## src/rtl/riscv_ctrl_pkg.sv

```systemverilog
// Shared definitions for the multi-cycle RV32I control unit: FSM state
// encoding, opcodes and the datapath select/ALU/immediate encodings.
package riscv_ctrl_pkg;

  localparam int unsigned OP_W  = 7;
  localparam int unsigned F3_W  = 3;
  localparam int unsigned ALU_W = 3;
  localparam int unsigned IMM_W = 3;
  localparam int unsigned SEL_W = 2;

  typedef enum logic [3:0] {
    S_START,
    S_FETCH,
    S_DECODE,
    S_MEMADR,
    S_MEMREAD,
    S_MEMWB,
    S_MEMWRITE,
    S_EXECR,
    S_EXECI,
    S_ALUWB,
    S_BRANCH,
    S_JAL,
    S_JALR,
    S_JALR2,
    S_LUI,
    S_TRAP
  } state_e;

  // Opcodes
  localparam logic [OP_W-1:0] OP_LOAD   = 7'b0000011;
  localparam logic [OP_W-1:0] OP_STORE  = 7'b0100011;
  localparam logic [OP_W-1:0] OP_RTYPE  = 7'b0110011;
  localparam logic [OP_W-1:0] OP_ITYPE  = 7'b0010011;
  localparam logic [OP_W-1:0] OP_BRANCH = 7'b1100011;
  localparam logic [OP_W-1:0] OP_JAL    = 7'b1101111;
  localparam logic [OP_W-1:0] OP_JALR   = 7'b1100111;
  localparam logic [OP_W-1:0] OP_LUI    = 7'b0110111;

  // ALU operations
  localparam logic [ALU_W-1:0] ALU_ADD = 3'b000;
  localparam logic [ALU_W-1:0] ALU_SUB = 3'b001;
  localparam logic [ALU_W-1:0] ALU_AND = 3'b010;
  localparam logic [ALU_W-1:0] ALU_OR  = 3'b011;
  localparam logic [ALU_W-1:0] ALU_SLT = 3'b101;

  // Immediate formats
  localparam logic [IMM_W-1:0] IMM_I = 3'b000;
  localparam logic [IMM_W-1:0] IMM_S = 3'b001;
  localparam logic [IMM_W-1:0] IMM_B = 3'b010;
  localparam logic [IMM_W-1:0] IMM_U = 3'b011;
  localparam logic [IMM_W-1:0] IMM_J = 3'b100;

  // Result bus sources
  localparam logic [SEL_W-1:0] RES_ALUOUT    = 2'b00;
  localparam logic [SEL_W-1:0] RES_READDATA  = 2'b01;
  localparam logic [SEL_W-1:0] RES_ALURESULT = 2'b10;
  localparam logic [SEL_W-1:0] RES_IMMEXT    = 2'b11;

  // ALU operand A sources
  localparam logic [SEL_W-1:0] SRCA_PC    = 2'b00;
  localparam logic [SEL_W-1:0] SRCA_OLDPC = 2'b01;
  localparam logic [SEL_W-1:0] SRCA_RS1   = 2'b10;

  // ALU operand B sources
  localparam logic [SEL_W-1:0] SRCB_RS2  = 2'b00;
  localparam logic [SEL_W-1:0] SRCB_IMM  = 2'b01;
  localparam logic [SEL_W-1:0] SRCB_FOUR = 2'b10;

  // Immediate format implied by the opcode (I-format for anything unlisted).
  function automatic logic [IMM_W-1:0] imm_src_for(input logic [OP_W-1:0] op);
    logic [IMM_W-1:0] imm;
    case (op)
      OP_STORE:  imm = IMM_S;
      OP_BRANCH: imm = IMM_B;
      OP_JAL:    imm = IMM_J;
      OP_LUI:    imm = IMM_U;
      default:   imm = IMM_I;
    endcase
    return imm;
  endfunction

endpackage

```

## src/rtl/alu_decoder.sv

```systemverilog
// ALU operation decoder shared with the single-cycle core.
// Ports: op/func3/func7_5 (instruction fields) -> alu_control_c (ALU op),
//        legal_c (0 when func3 is not supported for an R/I/branch opcode).
module alu_decoder
  import riscv_ctrl_pkg::*;
(
  input  logic [OP_W-1:0]  op,
  input  logic [F3_W-1:0]  func3,
  input  logic             func7_5,
  output logic [ALU_W-1:0] alu_control_c,
  output logic             legal_c
);

  // Only add/sub/slt/or/and and beq/bne are implemented.
  always_comb begin
    alu_control_c = ALU_ADD;
    legal_c       = 1'b1;
    case (op)
      OP_RTYPE, OP_ITYPE: begin
        case (func3)
          3'b000:  alu_control_c = (op == OP_RTYPE && func7_5) ? ALU_SUB : ALU_ADD;
          3'b010:  alu_control_c = ALU_SLT;
          3'b110:  alu_control_c = ALU_OR;
          3'b111:  alu_control_c = ALU_AND;
          default: legal_c = 1'b0;
        endcase
      end
      OP_BRANCH: begin
        alu_control_c = ALU_SUB;
        legal_c       = (func3 == 3'b000) || (func3 == 3'b001);
      end
      default: ;
    endcase
  end

endmodule

```

## src/rtl/multicycle_control_fsm.sv

```systemverilog
// Sequencing controller for the multi-cycle RV32I core (shared memory port
// and ALU). Steps the datapath state by state from the latched opcode.
// Inputs : clk, reset_n, op/func3/func7_5 (IR fields), ZeroFlag, mem_ready.
// Outputs: mem_req/AdrSrc/MemWrite (memory handshake), IRWrite/PCWrite/
//          RegWrite strobes, ResultSrc/ALUSrcA/ALUSrcB selects, ALUcontrol,
//          ImmSrc, sticky illegal_instr and retired-instruction count instret.
module multicycle_control_fsm
  import riscv_ctrl_pkg::*;
#(
  parameter int unsigned CNT_W = 32
) (
  input  logic             clk,
  input  logic             reset_n,
  input  logic [OP_W-1:0]  op,
  input  logic [F3_W-1:0]  func3,
  input  logic             func7_5,
  input  logic             ZeroFlag,
  input  logic             mem_ready,
  output logic             mem_req,
  output logic             AdrSrc,
  output logic             MemWrite,
  output logic             IRWrite,
  output logic             PCWrite,
  output logic             RegWrite,
  output logic [SEL_W-1:0] ResultSrc,
  output logic [SEL_W-1:0] ALUSrcA,
  output logic [SEL_W-1:0] ALUSrcB,
  output logic [ALU_W-1:0] ALUcontrol,
  output logic [IMM_W-1:0] ImmSrc,
  output logic             illegal_instr,
  output logic [CNT_W-1:0] instret
);

  state_e             state_q, state_d;
  logic               illegal_q, illegal_d;
  logic [CNT_W-1:0]   instret_q, instret_d;
  logic [ALU_W-1:0]   dec_alu_c;
  logic               dec_legal_c;
  logic               retire_c;

  alu_decoder u_alu_decoder (
    .op            (op),
    .func3         (func3),
    .func7_5       (func7_5),
    .alu_control_c (dec_alu_c),
    .legal_c       (dec_legal_c)
  );

  // State and counters
  always_ff @(posedge clk or negedge reset_n) begin
    if (!reset_n) begin
      state_q   <= S_START;
      illegal_q <= 1'b0;
      instret_q <= '0;
    end else begin
      state_q   <= state_d;
      illegal_q <= illegal_d;
      instret_q <= instret_d;
    end
  end

  // Next state and datapath controls (Moore, except mem_ready/ZeroFlag-qualified strobes)
  always_comb begin
    state_d    = state_q;
    mem_req    = 1'b0;
    AdrSrc     = 1'b0;
    MemWrite   = 1'b0;
    IRWrite    = 1'b0;
    PCWrite    = 1'b0;
    RegWrite   = 1'b0;
    ResultSrc  = RES_ALUOUT;
    ALUSrcA    = SRCA_PC;
    ALUSrcB    = SRCB_RS2;
    ALUcontrol = ALU_ADD;
    ImmSrc     = IMM_I;
    case (state_q)
      S_START: state_d = S_FETCH;
      S_FETCH: begin
        mem_req   = 1'b1;
        ALUSrcA   = SRCA_PC;
        ALUSrcB   = SRCB_FOUR;
        ResultSrc = RES_ALURESULT;
        IRWrite   = mem_ready;
        PCWrite   = mem_ready;
        if (mem_ready) state_d = S_DECODE;
      end
      S_DECODE: begin
        // Precompute branch/jal target into ALUOut
        ALUSrcA = SRCA_OLDPC;
        ALUSrcB = SRCB_IMM;
        ImmSrc  = imm_src_for(op);
        if (!dec_legal_c) begin
          state_d = S_TRAP;
        end else begin
          case (op)
            OP_LOAD, OP_STORE: state_d = S_MEMADR;
            OP_RTYPE:          state_d = S_EXECR;
            OP_ITYPE:          state_d = S_EXECI;
            OP_BRANCH:         state_d = S_BRANCH;
            OP_JAL:            state_d = S_JAL;
            OP_JALR:           state_d = S_JALR;
            OP_LUI:            state_d = S_LUI;
            default:           state_d = S_TRAP;
          endcase
        end
      end
      S_MEMADR: begin
        ALUSrcA = SRCA_RS1;
        ALUSrcB = SRCB_IMM;
        ImmSrc  = op[5] ? IMM_S : IMM_I;
        state_d = op[5] ? S_MEMWRITE : S_MEMREAD;
      end
      S_MEMREAD: begin
        mem_req = 1'b1;
        AdrSrc  = 1'b1;
        if (mem_ready) state_d = S_MEMWB;
      end
      S_MEMWB: begin
        ResultSrc = RES_READDATA;
        RegWrite  = 1'b1;
        state_d   = S_FETCH;
      end
      S_MEMWRITE: begin
        mem_req  = 1'b1;
        AdrSrc   = 1'b1;
        MemWrite = 1'b1;
        if (mem_ready) state_d = S_FETCH;
      end
      S_EXECR: begin
        ALUSrcA    = SRCA_RS1;
        ALUSrcB    = SRCB_RS2;
        ALUcontrol = dec_alu_c;
        state_d    = S_ALUWB;
      end
      S_EXECI: begin
        ALUSrcA    = SRCA_RS1;
        ALUSrcB    = SRCB_IMM;
        ALUcontrol = dec_alu_c;
        state_d    = S_ALUWB;
      end
      S_ALUWB: begin
        ResultSrc = RES_ALUOUT;
        RegWrite  = 1'b1;
        state_d   = S_FETCH;
      end
      S_BRANCH: begin
        ALUSrcA    = SRCA_RS1;
        ALUSrcB    = SRCB_RS2;
        ALUcontrol = ALU_SUB;
        ResultSrc  = RES_ALUOUT;
        ImmSrc     = IMM_B;
        // beq takes on zero, bne (func3[0]=1) on non-zero
        PCWrite    = ZeroFlag ^ func3[0];
        state_d    = S_FETCH;
      end
      S_JAL: begin
        ALUSrcA   = SRCA_OLDPC;
        ALUSrcB   = SRCB_FOUR;
        ResultSrc = RES_ALUOUT;
        PCWrite   = 1'b1;
        ImmSrc    = IMM_J;
        state_d   = S_ALUWB;
      end
      S_JALR: begin
        ALUSrcA = SRCA_RS1;
        ALUSrcB = SRCB_IMM;
        state_d = S_JALR2;
      end
      S_JALR2: begin
        ALUSrcA   = SRCA_OLDPC;
        ALUSrcB   = SRCB_FOUR;
        ResultSrc = RES_ALUOUT;
        PCWrite   = 1'b1;
        state_d   = S_ALUWB;
      end
      S_LUI: begin
        ResultSrc = RES_IMMEXT;
        ImmSrc    = IMM_U;
        RegWrite  = 1'b1;
        state_d   = S_FETCH;
      end
      S_TRAP:  state_d = S_TRAP;
      default: state_d = S_START;
    endcase
  end

  // An instruction retires when its final state hands back to FETCH
  always_comb begin
    retire_c = 1'b0;
    if (state_d == S_FETCH) begin
      case (state_q)
        S_MEMWB, S_MEMWRITE, S_ALUWB, S_BRANCH, S_LUI: retire_c = 1'b1;
        default: ;
      endcase
    end
  end

  // Sticky illegal flag and wrapping retire counter
  always_comb begin
    illegal_d = illegal_q | (state_d == S_TRAP);
    instret_d = retire_c ? instret_q + CNT_W'(1) : instret_q;
  end

  assign illegal_instr = illegal_q;
  assign instret       = instret_q;

endmodule

```

## config.mk

```make
export PLATFORM = sky130hd
export DESIGN_NAME = multicycle_control_fsm
export DESIGN_NICKNAME = d
export VERILOG_FILES = /design/src/rtl/riscv_ctrl_pkg.sv /design/src/rtl/alu_decoder.sv /design/src/rtl/multicycle_control_fsm.sv
export SDC_FILE = /design/constraint.sdc
export NUM_CORES = 1
export LEC_CHECK = 0
export ABC_AREA = 1
export BUFFER_PORTS_ARGS = -buffer_cell sky130_fd_sc_hd__buf_2
export CAP_MARGIN = 20
export CORE_ASPECT_RATIO = 1.4
export CORE_MARGIN = 3
export CORE_UTILIZATION = 51
export CTS_BUF_LIST = sky130_fd_sc_hd__clkbuf_4
export CTS_CLUSTER_DIAMETER = 150
export DETAILED_ROUTE_END_ITERATION = 16
export GPL_ROUTABILITY_DRIVEN = 0
export GPL_TIMING_DRIVEN = 0
export PLACE_DENSITY = 0.85
export SLEW_MARGIN = 5
export SYNTH_ARGS = -nofsm -noshare
export SYNTH_HDL_FRONTEND = slang
export SYNTH_SLANG_ARGS = --single-unit
```

## constraint.sdc

```tcl
create_clock -name clk -period 1.5 [get_ports clk]
set_input_delay 0.3 -clock clk [delete_from_list [all_inputs] [get_ports clk]]
set_output_delay 0.3 -clock clk [all_outputs]
set_load 0.05 [all_outputs]
```

# == Yosys cells after proc, flatten, opt, wreduce, memory -nomap -nowiden ==
# Cells that the tools add are included.
# op_classes
n_eq_ne,29
n_bitwise,2
mux,27
reduce_logical,19
addsub,1
# op_table
cell,count
$eq 4x4->1 const B,9
$pmux 4 s9,1
$add 32x1->32 const B,1
$pmux 4 s7,1
$pmux 3 s4,2
$eq 7x6->1 const B,3
$eq 7x7->1 const B,3
$eq 4x3->1 const B,4
$mux 4,4
$pmux 3 s5,1
$reduce_or 5->1,3
$pmux 3 s2,2
$reduce_or 3->1,4
$reduce_or 4->1,3
$mux 1,10
$reduce_or 2->1,5
$eq 4x1->1 const B,2
$eq 4x2->1 const B,2
$pmux 2 s2,2
$eq 7x2->1 const B,1
$eq 7x5->1 const B,1
$eq 3x3->1 const B,2
$pmux 2 s3,1
$logic_not 4->1,1
10 further kinds,10
# word_totals
in_bits,15
regBits,37
wordCells,81

# == Logic depth before layout (Yosys ltp) ==
# logic_depth
word_depth,8
mapped_depth,12
ltp_nobuf,11

# == By module ==
# A second synthesis with hierarchy kept.
# unflattened
hier_cells,459
hier_area_um2,2801.4
# by_module_without_submodules
mod,seq_area_each_um2,cells_per_inst,area_each_um2,n_inst
multicycle_control_fsm,925.9,426,2655.0,1
alu_decoder,0.0,33,146.4,1

# == Worst setup path after synthesis ==
# Ideal clock, no wire load.
# synth_path
path_type,flip-flop to output port
start,register state_q[2]
end,output port PCWrite
path_stages_with_launch,8
slack_ns,-0.967
arrival_ns,2.167
path_cell_list,dfrtp_1 > nor2_1 > inv_2 > nor2_1 > inv_1 > nor2_1 > inv_1 > o211ai_1
# synth_between
elab_chain_len,3
# synth_lines
item,line,text
"start, declared",multicycle_control_fsm.sv:34,"state_e state_q, state_d;"
"start signal, assigned",multicycle_control_fsm.sv:56,state_q <= state_d;
$eq 4x4->1,multicycle_control_fsm.sv:76,case (state_q)
$reduce_or 2->1 (no source line),n/a,
$pmux 1 s3 (*),multicycle_control_fsm.sv:76,
"end, declared",multicycle_control_fsm.sv:23,"output logic PCWrite,"
# Every way passes the cells marked *; elsewhere a longest branch is shown, timed or not.

# == Final worst setup path ==
# layout_path
start,register state_q[2]
end,output port ALUcontrol[1]
# layout_between
elab_chain_len,3
# layout_lines
item,line,text
$eq 4x4->1 or $eq 4x3->1 (tied branches),multicycle_control_fsm.sv:76,
$reduce_or 2->1 (no source line),n/a,
$pmux 3 s2 (*),multicycle_control_fsm.sv:76,
"end, declared",multicycle_control_fsm.sv:28,"output logic [ALU_W-1:0] ALUcontrol,"
# Marked as above.

==> impl_metrics.ini <==
[route]
drt-initial-drc-count = 508
dr.pass1.iters = 5
num_vias = 3773
vias_per_cell = 6.25
detail-route-antenna-nets = 0
drc = 0
wl_per_cell_um = 23.2
routed_wl_mm = 14.0

[synth]
synth.top_cell.area_share = 0.329
synth.distinct_cells = 35
ys_seq_elements = 37
netlist_area_um2 = 2820
synth_top_cell_by_area = dfrtp_1
synth_seq_area_share = 0.329
synth.area.top_cells = dfrtp_1 33%, nand2_1 17%, xor2_1 7.5%, inv_1 6.9%, nor2_1 5.7%
yosysWarnings = 0
synthTopCellsByCount = 127 x nand2_1, 52 x inv_1, 43 x nor2_1
yosysMostFrequentCell = nand2_1
synth.avg_cell_area_um2 = 6.80
synth-edff-count = 0
postSynthCellCount = 414
synth-async-reset-ratio = 1.00
synthFlopType = dfrtp_1
synth.net_count = 430

[clock_network]
numClockSinks = 37
cts_tree = yes
clock_path_buffers = 2
clkSlewWorstSetupHoldPaths_ps = 130
cts_buffers = 5
cts_root_buf = clkbuf_4
htreeDepth = 2
clk_latency_ps = 360

[job]
drv_cap = 0

[power]
cellPowerDensity_nw_per_um2 = 1850
vdd_ir_drop_max_uv = 1050
report.power.total_mw = 8.48
p_leak_nw = 2.22

[worst_setup_path]
crit_path_top_delay_cell = dfrtp_2
path_buf_inv = 4
worst-endpoint-required_ps = 1200
max_stage_delay_ps = 490
crit_family = flip-flops
critPathLaunchType = register
critPathArrivalTime_ps = 1990
cp_max_fo = 4
crit_top_cell = nor2_4
cp-end-kind = primary output
startpoint = state_q[2]$_DFF_PN0_
timing.rr.start = state_q[2]$_DFF_PN0_
timing.critical_path.cells = inv_2, nor2_4, inv_4, o21ai_4, nand4_1, buf_6, nor2_4, buf_8
path_class = register to primary output

[timing]
slew_headroom = 0.431
hold_viol_final = 0
drv_slew = 0
final.min_clock_period_ps = 2290
rsz0062_at_grt = true
setup_ws_ps = -793
fmax_ghz = 0.436
fin_crit_sh = 1.53
clock_skew_ps = 18.9
setup_viol_count_final = 55
tightest_slew_ps = 853

[placement]
dp_cells = 545
place_ws_ps = -454
place_hpwl_mm = 6.08
numPortBuffers = 65

[global_routing]
antenna_found_initial = 1
grt_overflow_total = 0
grt_pass1_vias = 3498
grt_start_max_net_pins = 38
grt_first_pass_wirelength_mm = 17.0
grt_util_all_layers = 0.354

[floorplan]
fp.dieH_um = 93.9
die_width_um = 68.8
rows = 31
num_io_pins = 66
core-area_um2 = 5280
dieArea_um2 = 6460
initial_core_util = 0.534

[status]
violations = setup timing
status = complete, but fails checks

[finish]
layout.cells.non_filler = 604
areaGrowthSynthToFinish_pct = 62.9
drive_above_1_share = 0.549
nNetsFinal = 552

[hold_path]
hp-class = primary input to async pin
==> registers in the layout, summed over array words and instances, names as in the netlist <==
name / cells
instret: 32
state_q: 4
illegal_instr: 1
==> path summary, 6_finish.rpt <==
kind	end	slack, ps	cells after the start
max	ALUcontrol[1]	-790	8
min	instret[1]$_DFFE_PN0P_	30	1
max reg2reg	instret[22]$_DFFE_PN0P_	-730	13
min reg2reg	illegal_instr$_DFF_PN0_	510	1
max in group asynchronous	instret[12]$_DFFE_PN0P_	870	1
min in group clk	state_q[0]$_DFF_PN0_	410	3
==> final cells by class <==
type,count,area (um2)
antenna,1,2.50
buffer,3,46.3
clock buffer,5,37.5
clock inverter,3,65.1
fill,248,687
inverter,59,234
multi-input combinational,313,2120
sequential,37,962
tap,66,82.6
timing repair buffer,117,1040
==> per-layer routing <==
| metal | vias up | part of all wire | routed length (um) | track usage |
|---|---|---|---|---|
| met5 | - | 0.0059 | 83 | 0 |
| met4 | 4 | 0.11 | 1570 | 0.278 |
| met3 | 155 | 0.11 | 1550 | 0.113 |
| met2 | 334 | 0.47 | 6630 | 0.595 |
| met1 | 1716 | 0.30 | 4160 | 0.340 |
| li1 | 1564 | - | - | - |
==> per-stage QoR <==
step	utilization	hold slack (ps)	setup TNS (ps)	instance area, um2
global route	0.870	70.7	-37760	4590
CTS	0.804	69.3	-20040	4240
global placement	0.650	435	-12400	3430
detailed placement	0.650	447	-14070	3430
floorplan	-	4.41	-4940	3020
finish	0.870	30.7	-30920	4590
==> power breakdown <==
group	internal [mW]	switching (mW)
logic	2.31	3.65
registers	1.24	0.384
clock network	0.516	0.374
total	4.07	4.41
==> kinds of logic after synthesis <==
group / Yosys count / synth area share
flops: 37 / 0.329
fa+ha+maj: 1 / 0.00444
simple gates: 247 / 0.406
buf+inv: 64 / 0.0942
compound gates: 37 / 0.0800
xor+xnor: 28 / 0.0871
==> cell usage in the layout, fill, tap and decap left out, types with 3 or more instances in the layout <==
cell type / count
buf_8: 18
clkbuf_4: 5
nand4_1: 8
nand2_2: 35
o21ai_1: 4
nand3_4: 3
dfrtp_1: 8
buf_6: 28
inv_4: 5
xor2_1: 24
buf_4: 23
nand3_2: 3
buf_2: 47
nor2_2: 5
nand3_1: 24
a21oi_1: 3
nor2_4: 17
nor3_1: 9
nand2_1: 84
inv_2: 18
xnor2_1: 4
inv_1: 36
o21ai_2: 20
nor4_2: 3
nor2_1: 27
dfrtp_2: 29
nand2_4: 16
==> what timing repair did <==
item                                    CTS  global route
gates resized for setup                 124            81
pin swaps                                21            18
cloned                                    5             0
endpoints found under the setup margin   51            55
hold buffers                              0             0
setup buffers                            31            28
Power figures use the tool's default switching activity.
